===== src/rtl/axis_block_serializer.sv =====
// Transmit-side AXI-Stream master: splits whole cipher blocks into TDATA_WIDTH beats,
// least-significant word first, with tkeep/tlast generated for the final block of a message.
module axis_block_serializer #(
    parameter int unsigned TDATA_WIDTH = 32,
    parameter int unsigned BLOCK_WIDTH = 128,
    parameter int unsigned BEATS       = BLOCK_WIDTH / TDATA_WIDTH,
    parameter int unsigned CNT_W       = $clog2(BLOCK_WIDTH / 8) + 1
) (
    input  logic                     Clk,
    input  logic                     Rst,
    input  logic                     block_valid,
    output logic                     block_ready,
    input  logic [BLOCK_WIDTH-1:0]   block_data,
    input  logic                     block_last,
    input  logic [CNT_W-1:0]         block_bytes,
    output logic                     tvalid,
    input  logic                     tready,
    output logic [TDATA_WIDTH-1:0]   tdata,
    output logic [TDATA_WIDTH/8-1:0] tkeep,
    output logic                     tlast
);
    localparam int unsigned KW = TDATA_WIDTH / 8;
    localparam int unsigned NB = BLOCK_WIDTH / 8;
    localparam int unsigned BW = $clog2(BEATS + 1);

    typedef enum logic {IDLE, SEND} state_t;

    state_t                 state_q,  state_d;
    logic [BLOCK_WIDTH-1:0] shreg_q,  shreg_d;
    logic [BW-1:0]          beat_q,   beat_d;
    logic [BW-1:0]          nbeats_q, nbeats_d;
    logic [CNT_W-1:0]       nbytes_q, nbytes_d;
    logic                   last_q,   last_d;
    logic                   tvalid_q, tvalid_d;
    logic                   tlast_q,  tlast_d;
    logic [TDATA_WIDTH-1:0] tdata_q,  tdata_d;
    logic [KW-1:0]          tkeep_q,  tkeep_d;

    logic                   final_hs;
    logic                   accept;
    logic [CNT_W-1:0]       n_in;
    logic [BW-1:0]          nb_in;
    logic [BW-1:0]          beat_nx;
    logic [BLOCK_WIDTH-1:0] blk_mask;

    // Only the final beat of a message block carries a partial keep.
    function automatic logic [KW-1:0] keep_for(input logic [BW-1:0]    beat,
                                               input logic [BW-1:0]    nb,
                                               input logic [CNT_W-1:0] n,
                                               input logic             last);
        int unsigned rem;
        keep_for = '1;
        if (last && beat == nb - BW'(1)) begin
            rem = 32'(n) - (32'(nb) - 32'd1) * KW;
            for (int unsigned i = 0; i < KW; i++) begin
                keep_for[i] = (i < rem);
            end
        end
    endfunction

    always_comb begin
        n_in = (block_last && block_bytes != '0 && 32'(block_bytes) <= NB)
             ? block_bytes : CNT_W'(NB);
        nb_in = BW'((32'(n_in) + KW - 1) / KW);
        blk_mask = '0;
        for (int unsigned k = 0; k < NB; k++) begin
            blk_mask[8*k +: 8] = (k < 32'(n_in)) ? block_data[8*k +: 8] : 8'h00;
        end
    end

    assign final_hs    = tvalid_q && tready && (beat_q == nbeats_q - BW'(1));
    assign block_ready = !Rst && (state_q == IDLE || final_hs);
    assign accept      = block_valid && block_ready;
    assign beat_nx     = beat_q + BW'(1);

    always_comb begin
        state_d  = state_q;
        shreg_d  = shreg_q;
        beat_d   = beat_q;
        nbeats_d = nbeats_q;
        nbytes_d = nbytes_q;
        last_d   = last_q;
        tvalid_d = tvalid_q;
        tdata_d  = tdata_q;
        tkeep_d  = tkeep_q;
        tlast_d  = tlast_q;
        // Accept takes priority so a final-beat handshake rolls straight into the next block.
        if (accept) begin
            state_d  = SEND;
            shreg_d  = blk_mask >> TDATA_WIDTH;
            beat_d   = '0;
            nbeats_d = nb_in;
            nbytes_d = n_in;
            last_d   = block_last;
            tvalid_d = 1'b1;
            tdata_d  = blk_mask[TDATA_WIDTH-1:0];
            tkeep_d  = keep_for('0, nb_in, n_in, block_last);
            tlast_d  = block_last && (nb_in == BW'(1));
        end else if (final_hs) begin
            state_d  = IDLE;
            beat_d   = '0;
            tvalid_d = 1'b0;
            tdata_d  = '0;
            tkeep_d  = '0;
            tlast_d  = 1'b0;
        end else if (tvalid_q && tready) begin
            beat_d  = beat_nx;
            tdata_d = shreg_q[TDATA_WIDTH-1:0];
            shreg_d = shreg_q >> TDATA_WIDTH;
            tkeep_d = keep_for(beat_nx, nbeats_q, nbytes_q, last_q);
            tlast_d = last_q && (beat_nx == nbeats_q - BW'(1));
        end
    end

    always_ff @(posedge Clk) begin
        if (Rst) begin
            state_q  <= IDLE;
            shreg_q  <= '0;
            beat_q   <= '0;
            nbeats_q <= '0;
            nbytes_q <= '0;
            last_q   <= 1'b0;
            tvalid_q <= 1'b0;
            tdata_q  <= '0;
            tkeep_q  <= '0;
            tlast_q  <= 1'b0;
        end else begin
            state_q  <= state_d;
            shreg_q  <= shreg_d;
            beat_q   <= beat_d;
            nbeats_q <= nbeats_d;
            nbytes_q <= nbytes_d;
            last_q   <= last_d;
            tvalid_q <= tvalid_d;
            tdata_q  <= tdata_d;
            tkeep_q  <= tkeep_d;
            tlast_q  <= tlast_d;
        end
    end

    assign tvalid = tvalid_q;
    assign tdata  = tdata_q;
    assign tkeep  = tkeep_q;
    assign tlast  = tlast_q;

endmodule

===== config.mk =====
export PLATFORM = sky130hd
export DESIGN_NAME = axis_block_serializer
export DESIGN_NICKNAME = d
export VERILOG_FILES = /design/src/rtl/axis_block_serializer.sv
export SDC_FILE = /design/constraint.sdc
export NUM_CORES = 1
export LEC_CHECK = 0
export ABC_AREA = 1
export CORE_MARGIN = 2
export CORE_UTILIZATION = 53
export DETAILED_ROUTE_END_ITERATION = 10
export PLACE_DENSITY = 0.86
export SETUP_SLACK_MARGIN = 0.5
export SLEW_MARGIN = 20
export SYNTH_ARGS = -nofsm -noshare
export SYNTH_HDL_FRONTEND = slang
export SYNTH_SLANG_ARGS = --single-unit

===== constraint.sdc =====
create_clock -name Clk -period 9.4 [get_ports Clk]
set_input_delay 1.88 -clock Clk [delete_from_list [all_inputs] [get_ports Clk]]
set_output_delay 1.88 -clock Clk [all_outputs]
set_load 0.01 [all_outputs]

Yosys cells after proc, flatten, opt, wreduce, memory -nomap -nowiden
Index checks and enable logic that the tools add are counted.
Storage, ports and cells
  bits in registers: 146
  input port bits: 138
  word-level logic and storage cells: 99
Operators by class
  $add $sub $neg: 9
  order comparisons: 25
  equality and inequality tests: 4
  multiplexer cells: 33
  bitwise gates (word level): 1
  reductions and logical operators: 18
Operators by type and width (number)
  $mux 96: 3
  $lt 1x32->1 const A: 4
  $lt 2x32->1 const A: 4
  $mux 8: 16
  $mux 32: 3
  $lt 4x5->1 const A: 8
  $lt 3x5->1 const A: 4
  $mux 4: 5
  $sub 6x6->7: 2
  $lt 1x5->1 const A: 2
  $lt 2x5->1 const A: 2
  $logic_and 1x1->1: 9
  $sub 3x1->4 const B: 2
  $eq 3x3->1: 2
  $sub 3x1->3 const B: 2
  $add 5x3->5 const B: 1
  $le 5x5->1 const B: 1
  $mux 1: 5
  $mux 5: 1
  $reduce_bool 5->1: 1
  $sub 5x1->5 const B: 1
  $reduce_bool 2->1: 2
  $add 3x1->3 const B: 1
  $eq 3x1->1 const B: 1
  other kinds (8): 8

Logic depth before layout (Yosys ltp)
Gate-level depths: netlist (run 1).
  depth after elaboration: 11
  mapped depth: 22
  gate-level depth less buffers: 22

Least setup slack after synthesis (run 1)
OpenSTA, ideal clock, no wires.
  kind: input to output
  start: input port tready
  end: output port block_ready
  arrival time: 2.496 ns
  required time: 7.520 ns
  path slack: 5.024 ns
  stages on the path: 6
  path through: nand2_2 > inv_2 > nand3_2 > nand2_2 > inv_1 > nor2_1
Between the ends
  cells in the longest elaborated chain, start to end: 4
RTL lines
  from (decl): line 17  | input logic tready,
  $logic_and 1x1->1 (2 in a row): line 71  | assign final_hs = tvalid_q && tready && (beat_q == nbeats_q - BW'(1));
  $logic_or 1x1->1: line 72  | assign block_ready = !Rst && (state_q == IDLE || final_hs);
  $logic_and 1x1->1: line 72
  to (decl): line 12  | output logic block_ready,
Every way passes these cells.

Worst setup path in the final report (run 1)
Ends and elaborated chain as after synthesis.

==> results of run 1 <==
cells in the mapped netlist (2+ instances only):
master | n | area share [%]
sky130_fd_sc_hd__nor2_2 | 3 | 0.27
sky130_fd_sc_hd__clkbuf_1 | 39 | 2.1
sky130_fd_sc_hd__ha_1 | 10 | 1.8
sky130_fd_sc_hd__a21oi_2 | 8 | 1.0
sky130_fd_sc_hd__a21oi_1 | 126 | 9.2
sky130_fd_sc_hd__o21ai_0 | 182 | 13
sky130_fd_sc_hd__a31oi_1 | 2 | 0.18
sky130_fd_sc_hd__nor2_8 | 5 | 1.5
sky130_fd_sc_hd__buf_4 | 2 | 0.22
sky130_fd_sc_hd__nor2_4 | 2 | 0.33
sky130_fd_sc_hd__nand3b_1 | 17 | 1.9
sky130_fd_sc_hd__fa_1 | 2 | 0.58
sky130_fd_sc_hd__inv_2 | 8 | 0.44
sky130_fd_sc_hd__a211oi_1 | 2 | 0.22
sky130_fd_sc_hd__inv_1 | 47 | 2.6
sky130_fd_sc_hd__nand2_1 | 198 | 11
sky130_fd_sc_hd__nor2_1 | 21 | 1.1
sky130_fd_sc_hd__nand4_1 | 3 | 0.27
sky130_fd_sc_hd__a21oi_4 | 2 | 0.47
sky130_fd_sc_hd__o21a_1 | 8 | 0.87
sky130_fd_sc_hd__dfxtp_1 | 146 | 42
sky130_fd_sc_hd__o21ai_1 | 4 | 0.29
sky130_fd_sc_hd__nand3_1 | 65 | 4.7
sky130_fd_sc_hd__nand3_2 | 3 | 0.44
sky130_fd_sc_hd__nand2_2 | 2 | 0.18
sky130_fd_sc_hd__buf_2 | 15 | 1.1
kinds of logic after synthesis:
group | after synthesis | synth area share (%)
simple gates | 323 | 22.1
flops | 146 | 42.4
xor+xnor | 2 | 0.254
compound gates | 337 | 25.8
buf+inv | 115 | 6.99
fa+ha+maj | 12 | 2.40
placed cells by master, fill, tap and decap left out, types with 4 or more instances in the layout:
master                            count
sky130_fd_sc_hd__o21a_1               8
sky130_fd_sc_hd__ha_1                10
sky130_fd_sc_hd__clkdlybuf4s50_1    176
sky130_fd_sc_hd__buf_4                5
sky130_fd_sc_hd__inv_1               47
sky130_fd_sc_hd__nor2_8               5
sky130_fd_sc_hd__nand3b_1            17
sky130_fd_sc_hd__clkinv_2             5
sky130_fd_sc_hd__a21oi_2              8
sky130_fd_sc_hd__nand3_1             65
sky130_fd_sc_hd__dfxtp_1            146
sky130_fd_sc_hd__nor2_1              21
sky130_fd_sc_hd__o21ai_0            182
sky130_fd_sc_hd__inv_2                7
sky130_fd_sc_hd__a21oi_1            126
sky130_fd_sc_hd__nand2_1            198
sky130_fd_sc_hd__clkbuf_8             4
sky130_fd_sc_hd__o21ai_1              4
sky130_fd_sc_hd__clkbuf_16           17
power groups by stage:
stage / Combinational, mW / Clock [mW] / Sequential, mW
finish: 0.282 / 0.630 / 0.688
global route: 0.311 / 0.665 / 0.693
CTS: 0.281 / 0.635 / 0.687
detailed placement: 0.278 / 0 / 0.700
global placement: 0.273 / 0 / 0.699
floorplan: 0.148 / 0 / 0.701
registers in the layout, indices dropped and copies added (netlist names):
signal,flops
beat_q,3
last_q,1
nbeats_q,3
nbytes_q,5
shreg_q,96
tdata,32
tkeep,4
tlast,1
tvalid,1
area by class of cell:
type | instances | share of cell area, %
Clock buffer | 21 | 5.23
Clock inverter | 11 | 0.844
Inverter | 56 | 2.30
Multi-Input combinational cell | 674 | 37.9
Sequential cell | 146 | 31.8
Tap cell | 172 | 2.34
Timing Repair Buffer | 181 | 19.6
final timing paths:
| path | from | end | slack (ns) |
|---|---|---|---|
| worst min-delay path | shreg_q[90]$_SDFFE_PP0P_ | shreg_q[90]$_SDFFE_PP0P_ | 0.46 |
| worst min register to register | shreg_q[90]$_SDFFE_PP0P_ | shreg_q[90]$_SDFFE_PP0P_ | 0.46 |
| worst max-delay path | tready | block_ready | 3.70 |
| worst max register to register | nbeats_q[0]$_SDFFE_PP0P_ | tkeep[1]$_SDFFE_PP0P_ | 5.20 |
metrics by stage:
| step | area, µm² | power (mW) | hold slack, ns |
|---|---|---|---|
| finish | 9190 | 1.60 | 0.457 |
| global route | 9190 | 1.67 | 0.484 |
| CTS | 9190 | 1.60 | 0.459 |
| detailed placement | 8630 | 0.978 | 0.451 |
| global placement | 8630 | 0.973 | 0.446 |
| floorplan | 6890 | 0.849 | 0.438 |
per-layer routing:
layer  vias up  wire length (µm)  track usage (%)
met5         -                 0                0
met4         0               510             11.2
met3        39              1520             5.04
met2       310              8900             43.9
met1      3235              9140             41.6
li1       3463                 -                -
worst max-delay path: stages:
cell	delay [ns]
sky130_fd_sc_hd__clkdlybuf4s50_1	0.50
sky130_fd_sc_hd__nand2_2	0.29
sky130_fd_sc_hd__inv_2	0.24
sky130_fd_sc_hd__nand3_2	0.12
sky130_fd_sc_hd__nand2_2	0.12
sky130_fd_sc_hd__inv_1	0.05
sky130_fd_sc_hd__nor2_1	0.08
sky130_fd_sc_hd__clkdlybuf4s50_1	0.54
==> run_summary.xml, run 1 <==
<?xml version="1.0" encoding="UTF-8"?>
<metrics>
  <group name="status">
    <metric name="run_status" unit="">finished clean</metric>
  </group>
  <group name="worst_setup_path">
    <metric name="start_to_end_type_of_the_worst_setup_path" unit="">input port to output pin</metric>
    <metric name="cp.arrival" unit="ns">3.82</metric>
    <metric name="cp-start-kind" unit="">input port</metric>
    <metric name="rr_worst_depth" unit="">15</metric>
    <metric name="crit_path_end_kind" unit="">output pin</metric>
    <metric name="critPathMaxFanout" unit="">28</metric>
    <metric name="timing.critical_path.required" unit="ns">7.52</metric>
  </group>
  <group name="sta">
    <metric name="timing.slew.headroom" unit="%">30.4</metric>
    <metric name="min_period" unit="ns">5.70</metric>
    <metric name="sum_of_negative_setup_slack" unit="ns">0</metric>
    <metric name="finClkSkew" unit="ns">0.00645</metric>
    <metric name="tightest_slew" unit="ns">1.04</metric>
    <metric name="grt_setup_unrepaired" unit="">false</metric>
    <metric name="setup-violations-final" unit="">0</metric>
    <metric name="final_min_period_over_clock_period" unit="%">60.7</metric>
    <metric name="final-max-slew-violation-count" unit="">0</metric>
    <metric name="max_fclk" unit="GHz">0.175</metric>
    <metric name="hold_viol_final" unit="">0</metric>
    <metric name="post-route-worst-setup-slack" unit="ns">3.70</metric>
  </group>
  <group name="cts">
    <metric name="source_to_sink_clock_delay_at_the_later_pin_of_the_worst_skew_pair" unit="ns">0.43</metric>
    <metric name="post_cts_resize_count" unit="">0</metric>
    <metric name="cts.sinks" unit="">146</metric>
    <metric name="clock_tree.buffer_depth" unit="">2</metric>
    <metric name="cts_hold_buffers" unit="">0</metric>
    <metric name="deepest_level_of_the_cts_h_tree" unit="">4</metric>
    <metric name="tritoncts_clock_tree" unit="">built</metric>
    <metric name="cts_post_setup_buffers_inserted" unit="">0</metric>
    <metric name="root_buf_cell" unit="">sky130_fd_sc_hd__clkbuf_16</metric>
    <metric name="cts.clk_slew.worst_paths" unit="ns">0.06</metric>
    <metric name="cts-buffers-inserted" unit="">17</metric>
  </group>
  <group name="route">
    <metric name="wirelength" unit="mm">20.1</metric>
    <metric name="detail_route.wl_per_cell" unit="µm">15.9</metric>
    <metric name="route.vias.total" unit="">7047</metric>
    <metric name="detailedRoute.firstPassIterationCount" unit="">5</metric>
    <metric name="via_count_normalized_by_instance_count" unit="">5.59</metric>
    <metric name="ant_nets" unit="">0</metric>
    <metric name="drtIter0Drc" unit="">754</metric>
    <metric name="detail_route.drc_violations" unit="">0</metric>
  </group>
  <group name="synthesis">
    <metric name="total_of_flip_flops_plus_latches_after_synthesis" unit="">146</metric>
    <metric name="async_sr_flop_fraction" unit="%">0</metric>
    <metric name="synth_ff_type" unit="">sky130_fd_sc_hd__dfxtp_1</metric>
    <metric name="ys_types" unit="">39</metric>
    <metric name="synth_edf_count" unit="">0</metric>
    <metric name="yosysWarnings" unit="">0</metric>
    <metric name="synth_cells" unit="">935</metric>
    <metric name="syn-mean-instance-area" unit="µm²">7.37</metric>
    <metric name="synth_seq_area_share" unit="%">42.4</metric>
    <metric name="syn-cell-area" unit="µm²">6890</metric>
    <metric name="synth.net_count" unit="">1085</metric>
  </group>
  <group name="power">
    <metric name="clkPwrFrac" unit="%">39.4</metric>
    <metric name="cellLeakagePower" unit="nW">3.55</metric>
    <metric name="pwr_density_cell" unit="nW/µm²">174</metric>
    <metric name="p_sw_share" unit="%">27.5</metric>
    <metric name="comb_power_share" unit="%">17.6</metric>
    <metric name="seq_power_share" unit="%">43.0</metric>
    <metric name="power_switching" unit="mW">0.441</metric>
    <metric name="vdd_drop_max" unit="µV">148</metric>
    <metric name="cellInternalPower" unit="mW">1.16</metric>
  </group>
  <group name="cells_and_area">
    <metric name="nFillCells" unit="">1019</metric>
    <metric name="final_core_util" unit="%">72.5</metric>
    <metric name="flow.area_growth_from_synthesis" unit="%">33.4</metric>
    <metric name="n_antenna_cell" unit="">0</metric>
    <metric name="area_of_the_multi_input_gates" unit="µm²">3480</metric>
    <metric name="final_layout_size_suffix_gt1_share" unit="%">6.80</metric>
    <metric name="final_nets" unit="">1226</metric>
    <metric name="sequential_cell_area" unit="µm²">2920</metric>
    <metric name="final_cells" unit="">1261</metric>
  </group>
  <group name="place">
    <metric name="dp.final_hpwl" unit="mm">13.7</metric>
    <metric name="place_worst_setup_slack" unit="ns">3.76</metric>
    <metric name="dp.cells" unit="">1229</metric>
    <metric name="place_congestion" unit="">0.906</metric>
    <metric name="placement.io_buffers" unit="">176</metric>
  </group>
  <group name="floorplan">
    <metric name="fp.dieH" unit="µm">118</metric>
    <metric name="rows" unit="">41</metric>
    <metric name="io_pins" unit="">177</metric>
    <metric name="die_w" unit="µm">118</metric>
    <metric name="coreArea" unit="µm²">12700</metric>
    <metric name="initial_utilization" unit="%">54.3</metric>
    <metric name="dieArea" unit="µm²">13900</metric>
  </group>
  <group name="global_routing">
    <metric name="track_usage" unit="%">29.2</metric>
    <metric name="grt_start_max_net_pins" unit="">108</metric>
    <metric name="first_global_vias" unit="">6397</metric>
    <metric name="grt_pass1_wl" unit="mm">32.6</metric>
    <metric name="antenna_violations_before_repair" unit="">0</metric>
    <metric name="grt_remaining_overflow" unit="">0</metric>
  </group>
  <group name="flow_run">
    <metric name="drv.max_cap_violation_count" unit="">0</metric>
  </group>
  <group name="worst_hold_path">
    <metric name="holdPathStages" unit="">2</metric>
    <metric name="hold_path_class" unit="">register to register</metric>
  </group>
</metrics>
No activity file was read; power rests on OpenSTA's default activity.
==> run 2, diff against run 1 <==
--- a/config.mk
+++ b/config.mk
@@ -7,9 +7,9 @@
 export LEC_CHECK = 0
 export ABC_AREA = 1
 export CORE_MARGIN = 2
-export CORE_UTILIZATION = 53
+export CORE_UTILIZATION = 49
 export DETAILED_ROUTE_END_ITERATION = 10
-export PLACE_DENSITY = 0.86
+export PLACE_DENSITY = 0.8
 export SETUP_SLACK_MARGIN = 0.5
 export SLEW_MARGIN = 20
 export SYNTH_ARGS = -nofsm -noshare
==> constraint.sdc (replaced) <==
create_clock -name Clk -period 5.9 [get_ports Clk]
set_input_delay 1.18 -clock Clk [delete_from_list [all_inputs] [get_ports Clk]]
set_output_delay 1.18 -clock Clk [all_outputs]
set_load 0.01 [all_outputs]
==> run 2 against run 1 <==
- utilization decreased by 6.0 points
- design area about the same
- register-to-register slack lost 2.9 ns
- via count decreased by 1.5%
- clock power is 57% higher
- power rose by 58%
- clock skew increased by 0.0013 ns
- non-clock buffer count grew 2
- cell count grew 0.63%
- wire length rose by 4.0%
- first-iteration DRC count increased by 14%
- sequential power increased by 60%
- largest cell class unchanged
- highest routed layer unchanged
==> run_summary.xml, run 2 (synthesis results as in run 1) <==
<?xml version="1.0" encoding="UTF-8"?>
<metrics>
  <group name="sta">
    <metric name="hold_viol_final" unit="">0</metric>
    <metric name="tightest_slew" unit="ns">0.997</metric>
    <metric name="finClkSkew" unit="ns">0.00774</metric>
    <metric name="final_min_period_over_clock_period" unit="%">73.5</metric>
    <metric name="grt_setup_unrepaired" unit="">false</metric>
    <metric name="setup-violations-final" unit="">0</metric>
    <metric name="timing.slew.headroom" unit="%">33.5</metric>
    <metric name="min_period" unit="ns">4.33</metric>
    <metric name="max_fclk" unit="GHz">0.231</metric>
    <metric name="post-route-worst-setup-slack" unit="ns">1.57</metric>
    <metric name="sum_of_negative_setup_slack" unit="ns">0</metric>
    <metric name="final-max-slew-violation-count" unit="">0</metric>
  </group>
  <group name="floorplan">
    <metric name="initial_utilization" unit="%">49.8</metric>
    <metric name="rows" unit="">43</metric>
    <metric name="die_w" unit="µm">123</metric>
    <metric name="coreArea" unit="µm²">13800</metric>
    <metric name="io_pins" unit="">177</metric>
    <metric name="dieArea" unit="µm²">15000</metric>
    <metric name="fp.dieH" unit="µm">123</metric>
  </group>
  <group name="worst_setup_path">
    <metric name="rr_worst_depth" unit="">14</metric>
    <metric name="r2r_setup_slack" unit="ns">2.35</metric>
    <metric name="timing.critical_path.buf_inv" unit="">4</metric>
    <metric name="critPathTopFamily" unit="">buffers and inverters</metric>
    <metric name="timing.critical_path.required" unit="ns">4.72</metric>
    <metric name="critPathMaxFanout" unit="">28</metric>
    <metric name="cp-start-kind" unit="">input port</metric>
    <metric name="cell_chain_critical_path" unit="">clkdlybuf4s50_1 -&gt; nand2_2 -&gt; inv_2 -&gt; nand3_2 -&gt; nand2_2 -&gt; inv_1 -&gt; nor2_1 -&gt; clkdlybuf4s50_1</metric>
    <metric name="cp.arrival" unit="ns">3.15</metric>
    <metric name="critical-path-slowest-cell" unit="">sky130_fd_sc_hd__clkdlybuf4s50_1</metric>
    <metric name="slowest_delay" unit="ns">0.56</metric>
    <metric name="start_to_end_type_of_the_worst_setup_path" unit="">input port to output pin</metric>
    <metric name="crit-reg2reg-capture" unit="">shreg_q[69]$_SDFFE_PP0P_</metric>
    <metric name="worstReg2RegStart" unit="">nbeats_q[0]$_SDFFE_PP0P_</metric>
    <metric name="crit_path_end_kind" unit="">output pin</metric>
    <metric name="critPathLaunch" unit="">tready</metric>
  </group>
  <group name="cts">
    <metric name="deepest_level_of_the_cts_h_tree" unit="">4</metric>
    <metric name="cts.clk_slew.worst_paths" unit="ns">0.06</metric>
    <metric name="cts_post_setup_buffers_inserted" unit="">0</metric>
    <metric name="cts.sinks" unit="">146</metric>
    <metric name="post_cts_resize_count" unit="">0</metric>
    <metric name="cts_hold_buffers" unit="">0</metric>
    <metric name="source_to_sink_clock_delay_at_the_later_pin_of_the_worst_skew_pair" unit="ns">0.42</metric>
    <metric name="clock_tree.buffer_depth" unit="">2</metric>
    <metric name="root_buf_cell" unit="">sky130_fd_sc_hd__clkbuf_16</metric>
    <metric name="cts-buffers-inserted" unit="">17</metric>
    <metric name="tritoncts_clock_tree" unit="">built</metric>
  </group>
  <group name="global_routing">
    <metric name="grt_remaining_overflow" unit="">0</metric>
    <metric name="grt_pass1_wl" unit="mm">32.2</metric>
    <metric name="antenna_violations_before_repair" unit="">0</metric>
    <metric name="track_usage" unit="%">27.6</metric>
    <metric name="grt_start_max_net_pins" unit="">108</metric>
    <metric name="first_global_vias" unit="">6267</metric>
  </group>
  <group name="power">
    <metric name="power" unit="mW">2.54</metric>
    <metric name="cellLeakagePower" unit="nW">3.55</metric>
    <metric name="vdd_drop_max" unit="µV">249</metric>
    <metric name="pwr_density_cell" unit="nW/µm²">276</metric>
  </group>
  <group name="cells_and_area">
    <metric name="largest_register_ff_count" unit="">96</metric>
    <metric name="n_antenna_cell" unit="">0</metric>
    <metric name="layout.cells.most_common_list" unit="">198 x sky130_fd_sc_hd__nand2_1, 182 x sky130_fd_sc_hd__o21ai_0, 176 x sky130_fd_sc_hd__clkdlybuf4s50_1, 146 x sky130_fd_sc_hd__dfxtp_1, 126 x sky130_fd_sc_hd__a21oi_1</metric>
    <metric name="leading_cell_type_in_the_layout_fill_and_taps_excluded" unit="">sky130_fd_sc_hd__nand2_1</metric>
    <metric name="final_core_util" unit="%">66.5</metric>
    <metric name="final_nets" unit="">1228</metric>
    <metric name="largest_register" unit="">shreg_q</metric>
    <metric name="finalInstanceArea" unit="µm²">9190</metric>
    <metric name="flow.area_growth_from_synthesis" unit="%">33.5</metric>
    <metric name="final_layout_size_suffix_gt1_share" unit="%">6.80</metric>
  </group>
  <group name="place">
    <metric name="place_congestion" unit="">0.902</metric>
    <metric name="dp.final_hpwl" unit="mm">14.3</metric>
    <metric name="placement.io_buffers" unit="">176</metric>
    <metric name="placed_area" unit="µm²">8650</metric>
    <metric name="place_worst_setup_slack" unit="ns">1.31</metric>
  </group>
  <group name="route">
    <metric name="detailedRoute.firstPassIterationCount" unit="">5</metric>
    <metric name="wirelength" unit="mm">20.9</metric>
    <metric name="via_count_normalized_by_instance_count" unit="">5.47</metric>
    <metric name="drtIter0Drc" unit="">861</metric>
    <metric name="detail_route.drc_violations" unit="">0</metric>
    <metric name="ant_nets" unit="">0</metric>
    <metric name="detail_route.wl_per_cell" unit="µm">16.4</metric>
    <metric name="route.vias.total" unit="">6940</metric>
  </group>
  <group name="status">
    <metric name="run_status" unit="">finished clean</metric>
  </group>
  <group name="flow_run">
    <metric name="drv.max_cap_violation_count" unit="">0</metric>
  </group>
  <group name="worst_hold_path">
    <metric name="worstHoldEndpoint" unit="">shreg_q[91]$_SDFFE_PP0P_</metric>
    <metric name="holdPathStages" unit="">2</metric>
    <metric name="hold_path.startpoint" unit="">shreg_q[91]$_SDFFE_PP0P_</metric>
    <metric name="hold_path_class" unit="">register to register</metric>
  </group>
</metrics>
-- run 2: cell types whose count changed in the layout (fill, tap and decap cells not counted), sizes merged --
cell      previous run  this run
buf                  5         7
clkinv               8         6
clkinvlp             3         4
inv                 56        55
-- run 2: routing by layer --
layer / routed length, µm / GRT usage (%) / vias up
met2: 9200 / 41.8 / 302
met4: 362 / 8.12 / 0
met3: 1760 / 6.55 / 26
li1: - / - / 3458
met1: 9540 / 39.1 / 3154
met5: 0 / 0 / -
-- run 2: report_power, final --
group	switching [mW]	internal, mW	leakage, nW
Clock	0.413	0.574	0.259
Combinational	0.244	0.208	2.09
Sequential	0.0401	1.06	1.20
Total	0.697	1.84	3.55
-- run 2: how the worst max path moves through the flow --
stage / endpoint / slack (ns) / depth (start not counted)
after floorplan: tkeep[0]$_SDFFE_PP0P_ / 2.26 / 19
after global placement: tkeep[0]$_SDFFE_PP0P_ / 1.40 / 20
after detailed placement: tkeep[0]$_SDFFE_PP0P_ / 1.31 / 20
after CTS: block_ready / 1.58 / 8
after global routing: tkeep[1]$_SDFFE_PP0P_ / 1.33 / 20
final: block_ready / 1.57 / 8
-- run 2: layout make-up --
cell class / count / area (µm²)
clock buffer: 21 / 480
clock inverter: 9 / 58.8
fill: 1225 / 4630
inverter: 56 / 210
multi-input combinational: 674 / 3480
sequential: 146 / 2920
tap: 180 / 225
timing repair buffer: 183 / 1810
-- run 2: metrics by stage --
stage               hold slack (ns)  instances
floorplan                     0.438        935
global placement              0.446       1239
detailed placement            0.449       1239
CTS                           0.459       1269
global route                  0.475       1269
finish                        0.460       1269
-- run 2: worst register-to-register path, cell delays in order (launching register included) --
cell and delay (ns):
sky130_fd_sc_hd__dfxtp_1 0.39, sky130_fd_sc_hd__inv_2 0.09, sky130_fd_sc_hd__ha_1 0.39, sky130_fd_sc_hd__inv_1 0.08, sky130_fd_sc_hd__nand2_1 0.07, sky130_fd_sc_hd__nand2_1 0.05, sky130_fd_sc_hd__nor2_2 0.12, sky130_fd_sc_hd__nand3_2 0.12
sky130_fd_sc_hd__nand2_2 0.13, sky130_fd_sc_hd__nand3_4 0.31, sky130_fd_sc_hd__nand2_1 0.19, sky130_fd_sc_hd__buf_4 0.51, sky130_fd_sc_hd__inv_1 0.67, sky130_fd_sc_hd__nand2_1 0.22, sky130_fd_sc_hd__a21oi_1 0.08
==> run 3, diff against run 2 <==
--- a/config.mk
+++ b/config.mk
@@ -7,9 +7,9 @@
 export LEC_CHECK = 0
 export ABC_AREA = 1
 export CORE_MARGIN = 2
-export CORE_UTILIZATION = 49
+export CORE_UTILIZATION = 45
 export DETAILED_ROUTE_END_ITERATION = 10
-export PLACE_DENSITY = 0.8
+export PLACE_DENSITY = 0.77
 export SETUP_SLACK_MARGIN = 0.5
 export SLEW_MARGIN = 20
 export SYNTH_ARGS = -nofsm -noshare
==> constraint.sdc (replaced) <==
create_clock -name Clk -period 3.7 [get_ports Clk]
set_input_delay 0.74 -clock Clk [delete_from_list [all_inputs] [get_ports Clk]]
set_output_delay 0.74 -clock Clk [all_outputs]
set_load 0.01 [all_outputs]
==> run 3 against run 2 <==
- global-route usage fell by 1.5 points
- clock-buffer cell count rose by 2
- worst hold slack got worse by 0.0026 ns
- largest power group is now clock
- clock skew fell by 0.0022 ns
- sequential power rose by 59%
- clock power rose by 83%
==> run_summary.xml, run 3 (synthesis results as in run 1) <==
<?xml version="1.0" encoding="UTF-8"?>
<metrics>
  <group name="status">
    <metric name="run_status" unit="">finished clean</metric>
  </group>
  <group name="global_routing">
    <metric name="first_global_vias" unit="">6524</metric>
    <metric name="grt_start_max_net_pins" unit="">107</metric>
    <metric name="antenna_violations_before_repair" unit="">0</metric>
    <metric name="grt_pass1_wl" unit="mm">33.6</metric>
    <metric name="grt_remaining_overflow" unit="">0</metric>
    <metric name="track_usage" unit="%">26.1</metric>
  </group>
  <group name="sta">
    <metric name="final-max-slew-violation-count" unit="">0</metric>
    <metric name="timing.slew.headroom" unit="%">31.6</metric>
    <metric name="hold_slack" unit="ns">0.457</metric>
    <metric name="finClkSkew" unit="ns">0.00554</metric>
    <metric name="grt_setup_unrepaired" unit="">false</metric>
    <metric name="tightest_slew" unit="ns">1.02</metric>
    <metric name="final_min_period_over_clock_period" unit="%">82.2</metric>
    <metric name="setup-violations-final" unit="">0</metric>
    <metric name="post-route-worst-setup-slack" unit="ns">0.659</metric>
    <metric name="min_period" unit="ns">3.04</metric>
    <metric name="max_fclk" unit="GHz">0.329</metric>
    <metric name="hold_viol_final" unit="">0</metric>
  </group>
  <group name="power">
    <metric name="cellLeakagePower" unit="nW">3.75</metric>
    <metric name="power_switching" unit="mW">1.12</metric>
    <metric name="seq_power_share" unit="%">40.6</metric>
    <metric name="p_sw_share" unit="%">26.0</metric>
    <metric name="clkPwrFrac" unit="%">41.8</metric>
    <metric name="comb_power_share" unit="%">17.7</metric>
    <metric name="pwr_density_cell" unit="nW/µm²">451</metric>
    <metric name="cellInternalPower" unit="mW">3.19</metric>
    <metric name="vdd_drop_max" unit="µV">313</metric>
  </group>
  <group name="worst_hold_path">
    <metric name="holdPathStages" unit="">2</metric>
    <metric name="worstHoldEndpoint" unit="">shreg_q[94]$_SDFFE_PP0P_</metric>
    <metric name="hold_path_class" unit="">register to register</metric>
    <metric name="hold_path.startpoint" unit="">shreg_q[94]$_SDFFE_PP0P_</metric>
  </group>
  <group name="cells_and_area">
    <metric name="layout.cells.most_common_list" unit="">194 x sky130_fd_sc_hd__nand2_1, 182 x sky130_fd_sc_hd__o21ai_0, 169 x sky130_fd_sc_hd__clkdlybuf4s50_1, 145 x sky130_fd_sc_hd__dfxtp_1, 126 x sky130_fd_sc_hd__a21oi_1</metric>
    <metric name="largest_register" unit="">shreg_q</metric>
    <metric name="largest_register_ff_count" unit="">96</metric>
    <metric name="final_layout_size_suffix_gt1_share" unit="%">10.1</metric>
    <metric name="final_nets" unit="">1249</metric>
    <metric name="n_antenna_cell" unit="">0</metric>
    <metric name="flow.area_growth_from_synthesis" unit="%">38.9</metric>
    <metric name="finalInstanceArea" unit="µm²">9570</metric>
    <metric name="final_cells" unit="">1300</metric>
    <metric name="leading_cell_type_in_the_layout_fill_and_taps_excluded" unit="">sky130_fd_sc_hd__nand2_1</metric>
  </group>
  <group name="floorplan">
    <metric name="rows" unit="">45</metric>
    <metric name="dieArea" unit="µm²">16300</metric>
    <metric name="initial_utilization" unit="%">45.6</metric>
    <metric name="die_w" unit="µm">128</metric>
    <metric name="coreArea" unit="µm²">15100</metric>
    <metric name="io_pins" unit="">177</metric>
    <metric name="fp.dieH" unit="µm">128</metric>
  </group>
  <group name="cts">
    <metric name="cts.sinks" unit="">146</metric>
    <metric name="cts-buffers-inserted" unit="">17</metric>
    <metric name="tritoncts_clock_tree" unit="">built</metric>
    <metric name="cts.clk_slew.worst_paths" unit="ns">0.06</metric>
    <metric name="source_to_sink_clock_delay_at_the_later_pin_of_the_worst_skew_pair" unit="ns">0.42</metric>
    <metric name="deepest_level_of_the_cts_h_tree" unit="">4</metric>
    <metric name="clock_tree.buffer_depth" unit="">2</metric>
    <metric name="root_buf_cell" unit="">sky130_fd_sc_hd__clkbuf_16</metric>
  </group>
  <group name="place">
    <metric name="place_congestion" unit="">0.883</metric>
    <metric name="placed_area" unit="µm²">8810</metric>
    <metric name="dp.final_hpwl" unit="mm">14.4</metric>
    <metric name="dp.cells" unit="">1264</metric>
    <metric name="place_worst_setup_slack" unit="ns">-0.132</metric>
    <metric name="placement.io_buffers" unit="">176</metric>
  </group>
  <group name="route">
    <metric name="drtIter0Drc" unit="">789</metric>
    <metric name="via_count_normalized_by_instance_count" unit="">5.46</metric>
    <metric name="ant_nets" unit="">0</metric>
    <metric name="route.vias.total" unit="">7094</metric>
    <metric name="detail_route.wl_per_cell" unit="µm">16.5</metric>
    <metric name="wirelength" unit="mm">21.5</metric>
    <metric name="detailedRoute.firstPassIterationCount" unit="">5</metric>
    <metric name="detail_route.drc_violations" unit="">0</metric>
  </group>
  <group name="flow_run">
    <metric name="drv.max_cap_violation_count" unit="">0</metric>
  </group>
  <group name="worst_setup_path">
    <metric name="rr_worst_depth" unit="">13</metric>
    <metric name="start_to_end_type_of_the_worst_setup_path" unit="">input port to register</metric>
    <metric name="crit-reg2reg-capture" unit="">shreg_q[12]$_SDFFE_PP0P_</metric>
    <metric name="cp.arrival" unit="ns">3.33</metric>
    <metric name="worstReg2RegStart" unit="">nbeats_q[0]$_SDFFE_PP0P_</metric>
    <metric name="r2r_setup_slack" unit="ns">1.21</metric>
    <metric name="crit_path_end_kind" unit="">register</metric>
    <metric name="timing.critical_path.required" unit="ns">3.99</metric>
    <metric name="cp-start-kind" unit="">input port</metric>
    <metric name="critPathMaxFanout" unit="">6</metric>
  </group>
</metrics>
run 3: worst max-delay path, cell delays in order:
cell,delay (ns)
sky130_fd_sc_hd__dlygate4sd2_1,0.41
sky130_fd_sc_hd__nand3_2,0.15
sky130_fd_sc_hd__nand2_2,0.11
sky130_fd_sc_hd__buf_4,0.12
sky130_fd_sc_hd__nand2_1,0.06
sky130_fd_sc_hd__nand2_1,0.08
sky130_fd_sc_hd__nand2_2,0.12
sky130_fd_sc_hd__ha_4,0.29
sky130_fd_sc_hd__inv_2,0.04
sky130_fd_sc_hd__fa_1,0.44
sky130_fd_sc_hd__nor2_1,0.09
sky130_fd_sc_hd__o21ai_0,0.08
sky130_fd_sc_hd__nor2_1,0.10
sky130_fd_sc_hd__nand3_1,0.09
sky130_fd_sc_hd__o21ai_2,0.22
sky130_fd_sc_hd__inv_1,0.08
sky130_fd_sc_hd__nor2_1,0.09
sky130_fd_sc_hd__nor2_1,0.05
run 3: power groups by stage:
stage | registers [mW] | clock network [mW] | logic [mW]
2_1_floorplan | 1.78 | 0 | 0.375
3_3_place_gp | 1.78 | 0 | 0.726
3_5_place_dp | 1.78 | 0 | 0.730
4_1_cts | 1.75 | 1.82 | 0.744
5_1_grt | 1.76 | 1.88 | 0.834
6_report | 1.75 | 1.80 | 0.761
run 3: cell type report:
class	count	area [µm²]
timing repair buffer	204	2000
clock inverter	9	154
fill	1347	5520
tap	188	235
inverter	56	213
multi-input combinational	674	3590
clock buffer	23	458
sequential	146	2920
run 3: routing by layer:
metal	wire [µm]	GRT usage [%]
met1	9970	37.0
met2	9160	38.3
met3	1600	5.26
met4	725	12.0
met5	0	0
run 3: per-stage QoR:
| step | total power, mW | utilization [%] | TNS [ns] |
|---|---|---|---|
| 5_1_grt | 4.48 | 63.4 | 0 |
| 6_report | 4.31 | 63.4 | 0 |
| 3_3_place_gp | 2.50 | 58.4 | -0.112 |
| 3_5_place_dp | 2.51 | 58.4 | -0.319 |
| 2_1_floorplan | 2.16 | - | 0 |
| 4_1_cts | 4.31 | 62.7 | 0 |
run 3: worst max path at each step:
stage,from,to,slack (ns),depth (start not counted)
6_report,block_last,tkeep[0]$_SDFFE_PP0P_,0.66,18
5_1_grt,block_last,tkeep[0]$_SDFFE_PP0P_,0.48,18
4_1_cts,block_bytes[2],tkeep[0]$_SDFFE_PP0P_,0.49,20
3_5_place_dp,block_last,tkeep[0]$_SDFFE_PP0P_,-0.13,19
3_3_place_gp,block_last,tkeep[1]$_SDFFE_PP0P_,-0.05,19
2_1_floorplan,block_bytes[1],tkeep[0]$_SDFFE_PP0P_,0.50,19
run 3: repair_timing:
action                     4_1_cts  5_1_grt
setup buffers                    1        3
cloned                           0        0
pin swaps                        5       12
setup endpoints to repair        5        5
hold buffers                     0        0
resized for setup               10       18
